$ cat config.mk
export PLATFORM = sky130hd
export DESIGN_NAME = mem_port_arbiter
export DESIGN_NICKNAME = d
export VERILOG_FILES = /design/src/rtl/mat_sys_pkg.sv /design/src/rtl/rr_pick.sv /design/src/rtl/mem_port_arbiter.sv
export SDC_FILE = /design/constraint.sdc
export NUM_CORES = 2
export LEC_CHECK = 0
export ABC_AREA = 1
export CORE_AREA = 5 5 724 726
export CTS_CLUSTER_SIZE = 14
export DETAILED_ROUTE_END_ITERATION = 12
export DIE_AREA = 0 0 729 731
export HOLD_SLACK_MARGIN = 0.06
export SYNTH_ARGS = -nofsm -noshare
export SYNTH_HDL_FRONTEND = slang
export SYNTH_SLANG_ARGS = --single-unit
$ cat constraint.sdc
create_clock -name clk -period 25.5 [get_ports clk]
set_input_delay 5.1 -clock clk [delete_from_list [all_inputs] [get_ports clk]]
set_output_delay 5.1 -clock clk [all_outputs]
set_load 0.005 [all_outputs]
$ cat src/rtl/mat_sys_pkg.sv
// Shared constants and types for the matrix-side memory subsystem.
package mat_sys_pkg;

    localparam int unsigned DATA_W = 256;
    localparam int unsigned ADDR_W = 8;

    typedef enum logic [1:0] {
        IDLE,
        ISSUE,
        WAIT,
        RELEASE
    } arb_state_t;

endpackage

$ cat src/rtl/rr_pick.sv
// Combinational round-robin selector: first set request strictly after ptr_i,
// wrapping around, with ptr_i itself checked last.
module rr_pick #(
    parameter int unsigned NUM_REQ = 4,
    parameter int unsigned PTR_W   = $clog2(NUM_REQ)
) (
    input  logic [NUM_REQ-1:0] req_i,
    input  logic [PTR_W-1:0]   ptr_i,
    output logic [NUM_REQ-1:0] sel_o,
    output logic [PTR_W-1:0]   idx_o
);

    always_comb begin
        sel_o = '0;
        idx_o = '0;
        // Scan farthest-first so the nearest requester after ptr_i overwrites the rest.
        for (int unsigned off = NUM_REQ; off >= 1; off--) begin
            logic [PTR_W-1:0] k;
            k = PTR_W'((32'(ptr_i) + off) % NUM_REQ);
            if (req_i[k]) begin
                sel_o    = '0;
                sel_o[k] = 1'b1;
                idx_o    = k;
            end
        end
    end

endmodule

$ cat src/rtl/mem_port_arbiter.sv
// Round-robin arbiter sharing the single Mem port between matrix-side requesters,
// one outstanding transaction at a time, with a per-transaction timeout.
module mem_port_arbiter
    import mat_sys_pkg::*;
#(
    parameter int unsigned NUM_REQ = 4,
    parameter int unsigned TIMEOUT = 255
) (
    input  logic                      clk,
    input  logic                      RESET,
    input  logic [NUM_REQ-1:0]        req_i,
    input  logic [NUM_REQ-1:0]        rw_i,
    input  logic [NUM_REQ*ADDR_W-1:0] addr_i,
    input  logic [NUM_REQ*DATA_W-1:0] wdata_i,
    output logic [NUM_REQ-1:0]        grant_o,
    output logic [NUM_REQ-1:0]        done_o,
    output logic [DATA_W-1:0]         rdata_o,
    output logic                      timeout_o,
    output logic                      memEN,
    output logic                      memRW,
    output logic [ADDR_W-1:0]         memAddr,
    output logic [DATA_W-1:0]         memWrite,
    input  logic [DATA_W-1:0]         fromMemBus,
    input  logic                      memFleg
);

    localparam int unsigned PTR_W = $clog2(NUM_REQ);
    localparam int unsigned CNT_W = $clog2(TIMEOUT + 1);

    arb_state_t         state_q;
    logic [PTR_W-1:0]   ptr_q;
    logic [PTR_W-1:0]   gidx_q;
    logic [CNT_W-1:0]   cnt_q;
    logic [NUM_REQ-1:0] pick_sel;
    logic [PTR_W-1:0]   pick_idx;

    rr_pick #(
        .NUM_REQ (NUM_REQ),
        .PTR_W   (PTR_W)
    ) u_rr_pick (
        .req_i (req_i),
        .ptr_i (ptr_q),
        .sel_o (pick_sel),
        .idx_o (pick_idx)
    );

    always_ff @(posedge clk or posedge RESET) begin
        if (RESET) begin
            state_q   <= IDLE;
            ptr_q     <= PTR_W'(NUM_REQ - 1);
            gidx_q    <= '0;
            cnt_q     <= '0;
            grant_o   <= '0;
            done_o    <= '0;
            rdata_o   <= '0;
            timeout_o <= 1'b0;
            memEN     <= 1'b0;
            memRW     <= 1'b0;
            memAddr   <= '0;
            memWrite  <= '0;
        end else begin
            case (state_q)
                IDLE: begin
                    if (|req_i) begin
                        grant_o  <= pick_sel;
                        gidx_q   <= pick_idx;
                        memRW    <= rw_i[pick_idx];
                        memAddr  <= addr_i[pick_idx*ADDR_W +: ADDR_W];
                        memWrite <= wdata_i[pick_idx*DATA_W +: DATA_W];
                        memEN    <= 1'b1;
                        state_q  <= ISSUE;
                    end
                end
                ISSUE: begin
                    memEN   <= 1'b0;
                    cnt_q   <= '0;
                    state_q <= WAIT;
                end
                WAIT: begin
                    // A completion on the expiry cycle beats the timeout.
                    if (memFleg) begin
                        if (!memRW) begin
                            rdata_o <= fromMemBus;
                        end
                        done_o  <= grant_o;
                        state_q <= RELEASE;
                    end else if (cnt_q == CNT_W'(TIMEOUT - 1)) begin
                        timeout_o <= 1'b1;
                        done_o    <= grant_o;
                        state_q   <= RELEASE;
                    end else begin
                        cnt_q <= cnt_q + CNT_W'(1);
                    end
                end
                RELEASE: begin
                    grant_o <= '0;
                    done_o  <= '0;
                    ptr_q   <= gidx_q;
                    state_q <= IDLE;
                end
                default: state_q <= IDLE;
            endcase
        end
    end

endmodule

== After elaboration in Yosys (flattened, before gate mapping) ==
Index checks and enable logic that the tools add are counted.

* Bits in registers: 545
* Input port bits: 1323
* Output and inout port bits: 531
* Logic and storage cells: 96

* Add/subtract/negate cells: 5
* Order comparisons: 9
* Eq/ne operators: 8
* Shifts and indexed selects: 2
* Multiplexer cells: 40
* Bitwise gates (word level): 2
* Reductions and logical operators: 18

{| class="wikitable"
|+ Operator list
! operator !! number
|-
| variable part select 1024 x 11 -> 256 bit || 1
|-
| variable part select 32 x 6 -> 8 bit || 1
|-
| 2-to-1 mux 4 bit || 7
|-
| 2-to-1 mux 8 bit || 2
|-
| one-hot mux 4 bit (2 select lines) || 2
|-
| one-hot mux 8 bit (2 select lines) || 1
|-
| < comparator 2 x 3 -> 1 bit, second input constant || 5
|-
| 2-to-1 mux 2 bit || 7
|-
| binary-select mux 1 bit (select 2 bit) || 5
|-
| 2-to-1 mux 1 bit || 10
|-
| AND reduction 2 bit || 5
|-
| AND reduction 3 bit || 3
|-
| adder 8 x 1 -> 8 bit, second input constant || 1
|-
| demux 1 bit (select 2 bit) || 4
|-
| equality test 8 bit, second input constant || 1
|-
| >= comparator 2 x 1 -> 1 bit, second input constant || 4
|-
| one-hot mux 2 bit (4 select lines) || 1
|-
| nonzero test 2 bit || 4
|-
| inequality test 2 bit, second input constant || 3
|-
| adder 2 x 1 -> 2 bit, second input constant || 2
|-
| adder 2 bit, second input constant || 2
|-
| equality test 2 bit, second input constant || 2
|-
| logical AND 1 bit || 4
|-
| OR reduction 4 bit || 1
|-
| 5 further kinds || 6
|}

== Longest topological paths before layout ==
* Depth in word-level cells: 11
* Mapped depth: 16
* Depth with buffers taken out: 14

== By module ==
A second synthesis with hierarchy kept.

* Cells, all modules: 3404
* Area total of the unflattened synthesis: 28167.0 µm²

{| class="wikitable"
|+ By module, submodules not included
! module !! instances !! cells an instance !! area an instance (µm²) !! seq. area each (µm²)
|-
| mem_port_arbiter || 1 || 3318 || 27730.3 || 13640.6
|-
| rr_pick || 1 || 86 || 436.7 || 0.0
|}

== Least setup slack after synthesis ==
OpenSTA, ideal clock, no wires.

* Kind: in2reg
* Start point: input port req_i[3]
* End point: register memWrite[223]
* Setup time: 0.117 ns
* Arrival: 6.426 ns
* Data required time: 25.383 ns
* Setup slack: 18.957 ns
* Stages: 14
* Path buffers: 2
* Cells stage by stage: inv_1 > nand2_1 > nand3_1 > nand2_2 > inv_2 > nand2_2 > nand2_4 > buf_4 > buf_1 > nand3_1 > nand3_1 > nand2_1 > nand2_1 > nand2_1

* Longest elaborated chain between the ends: 7
* Elaborated cells between the ends (all ways): 15
* Classes of those cells: shift: 1; mux: 12; reduce/logical: 2

{| class="wikitable"
|+ RTL lines
! item !! RTL line !! RTL
|-
| from (decl) || mem_port_arbiter.sv:11 || <nowiki>input logic [NUM_REQ-1:0] req_i,</nowiki>
|-
| binary-select mux 1 bit (select 2 bit) || rr_pick.sv:20 || <nowiki>if (req_i[k]) begin</nowiki>
|-
| 2-to-1 mux 1 bit (implied by the code) || rr_pick.sv:20 ||
|-
| 2-to-1 mux 2 bit (4 in a row) || rr_pick.sv:20 ||
|-
| variable part select 1024 x 11 -> 256 bit || mem_port_arbiter.sv:69 || <nowiki>memWrite <= wdata_i[pick_idx*DATA_W +: DATA_W];</nowiki>
|-
| to (signal assigned) || mem_port_arbiter.sv:69 ||
|-
| to (decl) || mem_port_arbiter.sv:22 || <nowiki>output logic [DATA_W-1:0] memWrite,</nowiki>
|}

Several ways; a longest one is shown, not always the timed one. The select of a mux whose other input is x is not followed.
A chain may end at the register's enable or synchronous reset.

== Final worst setup path ==
* Start point: input port req_i[1]
* End point: register memWrite[248]

Same word-level chain as after synthesis.

==> results by group <==
Status
  – Result of the run: complete, no violations

Route
  – Wire length after detailed routing: 444 mm
  – Routed Antenna Nets: 0
  – Remaining design rule violation count: 0
  – Detailed-route vias per instance: 3.03
  – Number of optimization iterations in the first detailed-route pass: 5
  – Vias: 41068
  – WL/cell: 32.8 um
  – Initial detailed-routing violation count: 3149

STA
  – Worst slew margin relative to its limit: 11.6%
  – Final clock period utilization by the worst path: a little over a third
  – Final clock skew: approximately 87 ps
  – # setup viols final: 0
  – Highest achievable clock rate: 112 MHz
  – Least-Margin Pin Slew: roughly 1300 ps
  – Number of failing hold endpoints at the final stage: 0
  – Worst-case hold slack: 477 ps
  – RSZ-0062 raised after global routing: false
  – Final critical-path required period: 8950 ps
  – Setup TNS: 0 ps
  – Final max-slew violation count: 0

Min path
  – Worst hold path class: reg2reg
  – Number of cells on the worst hold path: 2

CTS
  – Worst-skew pair later-pin latency: 850 ps
  – Buffer levels on the longest clock path: 4
  – Number of levels the H-tree was split into: 3
  – Sink count of the clock tree: approximately 550
  – Clk slew on worst S/H paths: 60 ps
  – Clock root buffer: sky130_fd_sc_hd__clkbuf_16
  – # Post-CTS Setup Buffers: 0
  – CTS Hold Bufs: 0
  – Inserted Clock Buffers: between 80 and 90
  – Resized cells post-CTS: 0
  – Clock tree from TritonCTS: done

Logic synthesis
  – Fraction of the yosys area taken by sequential cells: between 40% and 50%
  – Flop and latch count out of synthesis: 545
  – Unique cell type count in the Yosys netlist: 36
  – Most frequently used flop master after synthesis: sky130_fd_sc_hd__dfrtp_1
  – Synth Net Count: 5980
  – Synth warn: 0
  – Cell area after synthesis: 33200 um2
  – Number of flops mapped to enable cells by yosys: 0
  – Number of instances in the synthesized netlist: roughly 4600
  – Post-synthesis area per instance: just over 7 um2
  – Async set-or-reset flop fraction in the synthesized netlist: between 90% and 100%

Global route
  – Overall track demand over capacity in global routing: between 10% and 20%
  – Antenna violations before repair: approximately 400
  – Overall overflow remaining after global route: 0
  – Global-route wire length before repair: ~530 mm
  – Vias in the first global route: 40103
  – Largest net degree at the start of global routing: 134

Setup path
  – Required time at the endpoint of the critical path: 26160 ps
  – Kind of critical path: in2reg
  – Critical path fanouts, max: 85
  – Critical-path cell list: clkdlybuf4s50_1, inv_1, nand2_1, nand3_1, nand2_2, o21ai_2, nand2_8, nand2_8, buf_4, buf_4, buf_4, nand2_1, nand3_1, nand2_1, nand2_1, nand2_1
  – Cell class contributing the biggest share of worst-path delay: buffers and inverters
  – Worst path depth: 16
  – Crit path buffers/inverters: 5
  – Worst setup SP type: primary input
  – Data arrival time of the worst path: about 9600 ps
  – Delay of the slowest cell on the worst path: 830 ps
  – Register-to-register setup slack: 20170 ps
  – Crit. End Element: flop
  – Library cell contributing the largest single delay on the critical path: sky130_fd_sc_hd__buf_4
  – Depth of the most critical reg-to-reg path: 10
  – Most common cell type on the critical path: sky130_fd_sc_hd__nand2_1

Pwr
  – Leakage component of the power: 28.0 nW
  – Pwr/cell area: 152 nW/um2
  – Highest ir drop seen on vdd: 0.121 mV

Layout
  – Number of nets in the layout: 7690
  – Post-Route Utilization: 12.2%
  – Layout fillers: 59820
  – Non-filler cells, final: 13542
  – Synth-to-layout area growth: 89.6%
  – Fraction of layout cells with a size suffix above 1: 8.35%
  – Design area: 62900 um2

Placed design
  – Placer congestion estimate: 0.959
  – Dpl hpwl: between 300 and 400 mm
  – Placed instance count: around 13000
  – Dpl cell area: 59500 um2
  – Port bufs: 1853

Job
  – Max-cap check violation count: 0

Floorplanning
  – DIE AREA: 533000 um2
  – Number of top-level pins: 1854
  – # rows: 264
  – Die outline width: 729 um
  – Vert. Die Dim: 731 um
  – Core area: 516000 um2
  – Initial Utilization: 6.43%
==> worst register-to-register path, stage by stage, from the launching register on <==
cell                      delay [ps]
sky130_fd_sc_hd__dfrtp_1         400
sky130_fd_sc_hd__inv_1           100
sky130_fd_sc_hd__ha_1            290
sky130_fd_sc_hd__inv_1           200
sky130_fd_sc_hd__nor2_1          140
sky130_fd_sc_hd__nand2_4         520
sky130_fd_sc_hd__buf_4           630
sky130_fd_sc_hd__buf_4           760
sky130_fd_sc_hd__buf_4           940
sky130_fd_sc_hd__buf_4           790
sky130_fd_sc_hd__mux2_2          460
==> cells by family (layout without fill, tap and decap cells) <==
kind of cell	Yosys count	in the layout	synth area share [%]
muxes	256	256	8.69
other	0	209	0
adders and majority gates	13	13	0.490
buffers and inverters	1255	3028	15.2
AOI/OAI and AO/OA	104	104	2.16
and+or+nand+nor	2467	2467	32.2
DFF	545	545	41.1
xor gates and xnor gates	4	4	0.106
==> final timing paths <==
| path | start | to |
|---|---|---|
| max | req_i[1] | memWrite[248] |
| min | memWrite[54] | memWrite[54] |
| max reg2reg | state_q[0] | rdata_o[3] |
| min reg2reg | memWrite[54] | memWrite[54] |
| max in group asynchronous | RESET | memWrite[197] |
| min in group asynchronous | RESET | rdata_o[85] |
==> report_power, final <==
part | switching, W | total [W] | internal, W
combinational | 0.00463 | 0.00665 | 0.00203
sequential | 0.000320 | 0.00163 | 0.00131
clock | 0.000550 | 0.00130 | 0.000745
==> area by class of cell <==
cell class / instances / area, um2 / area share [%]
Sequential cell: 545 / 13600 / 21.7
Timing Repair Buffer: 1913 / 19000 / 30.2
Clock inverter: 44 / 493 / 0.784
Tap cell: 6916 / 8650 / 13.8
Inverter: 961 / 3640 / 5.78
Antenna cell: 209 / 523 / 0.832
Multi-Input combinational cell: 2844 / 14500 / 23.1
Clock buffer: 110 / 2420 / 3.84
==> metrics by stage <==
stage,power (W),setup WS (ps)
CTS,0.00988,16650
detailed placement,0.00850,15750
global placement,0.00852,15750
finish,0.00958,16550
global route,0.0103,16260
floorplan,0.00448,5170
==> state kept, by name, summed over array words and instances (netlist names), 2 cells and up <==
| name | count |
|---|---|
| ptr_q | 2 |
| rdata_o | 256 |
| memWrite | 256 |
| gidx_q | 2 |
| grant_o | 4 |
| memAddr | 8 |
| done_o | 4 |
| cnt_q | 8 |
| state_q | 2 |
==> synthesized netlist by cell type, types with 16 or more instances <==
library cell               number  area [um2]
sky130_fd_sc_hd__buf_2        111         556
sky130_fd_sc_hd__nand2_1     1421        5330
sky130_fd_sc_hd__or2_2         30         188
sky130_fd_sc_hd__clkbuf_1     127         477
sky130_fd_sc_hd__buf_4         45         338
sky130_fd_sc_hd__nand3_1      943        4720
sky130_fd_sc_hd__o21ai_0       16        80.1
sky130_fd_sc_hd__dfrtp_1      543       13600
sky130_fd_sc_hd__mux2_2       256        2880
sky130_fd_sc_hd__inv_1        956        3590
sky130_fd_sc_hd__o211ai_1      72         541
sky130_fd_sc_hd__or2_1         32         200
==> routing by layer <==
layer | share of wire, % | wire length (um) | up-vias | track usage [%]
met5 | 0.32 | 1430 | - | 0
met4 | 5.1 | 22400 | 224 | 5.61
met3 | 13 | 57800 | 825 | 9.24
met2 | 41 | 183000 | 2533 | 23.8
met1 | 40 | 179000 | 19585 | 18.9
li1 | - | - | 17901 | -
==> placed cells by master (no fill, tap or decap), types with 6 or more instances in the layout <==
| cell | synthesis | final |
|---|---|---|
| sky130_fd_sc_hd__nand3_1 | 943 | 943 |
| sky130_fd_sc_hd__nor2_1 | 15 | 14 |
| sky130_fd_sc_hd__or2_1 | 32 | 32 |
| sky130_fd_sc_hd__clkbuf_1 | 127 | 10 |
| sky130_fd_sc_hd__diode_2 | 0 | 209 |
| sky130_fd_sc_hd__buf_4 | 45 | 78 |
| sky130_fd_sc_hd__ha_1 | 13 | 13 |
| sky130_fd_sc_hd__inv_6 | 0 | 7 |
| sky130_fd_sc_hd__nand4_1 | 6 | 6 |
| sky130_fd_sc_hd__clkbuf_8 | 0 | 11 |
| sky130_fd_sc_hd__clkbuf_16 | 0 | 89 |
| sky130_fd_sc_hd__a21oi_1 | 9 | 9 |
| sky130_fd_sc_hd__clkdlybuf4s50_1 | 0 | 1830 |
| sky130_fd_sc_hd__inv_1 | 956 | 955 |
| sky130_fd_sc_hd__clkinv_2 | 1 | 16 |
| sky130_fd_sc_hd__bufinv_16 | 0 | 7 |
| sky130_fd_sc_hd__mux2_2 | 256 | 256 |
| sky130_fd_sc_hd__clkinvlp_4 | 0 | 9 |
| sky130_fd_sc_hd__o21ai_0 | 16 | 16 |
| sky130_fd_sc_hd__dfrtp_1 | 543 | 543 |
| sky130_fd_sc_hd__o211ai_1 | 72 | 72 |
| sky130_fd_sc_hd__or2_2 | 30 | 30 |
| sky130_fd_sc_hd__or2_0 | 6 | 6 |
| sky130_fd_sc_hd__nand2_1 | 1421 | 1420 |
No activity file was read; power rests on OpenSTA's default activity.
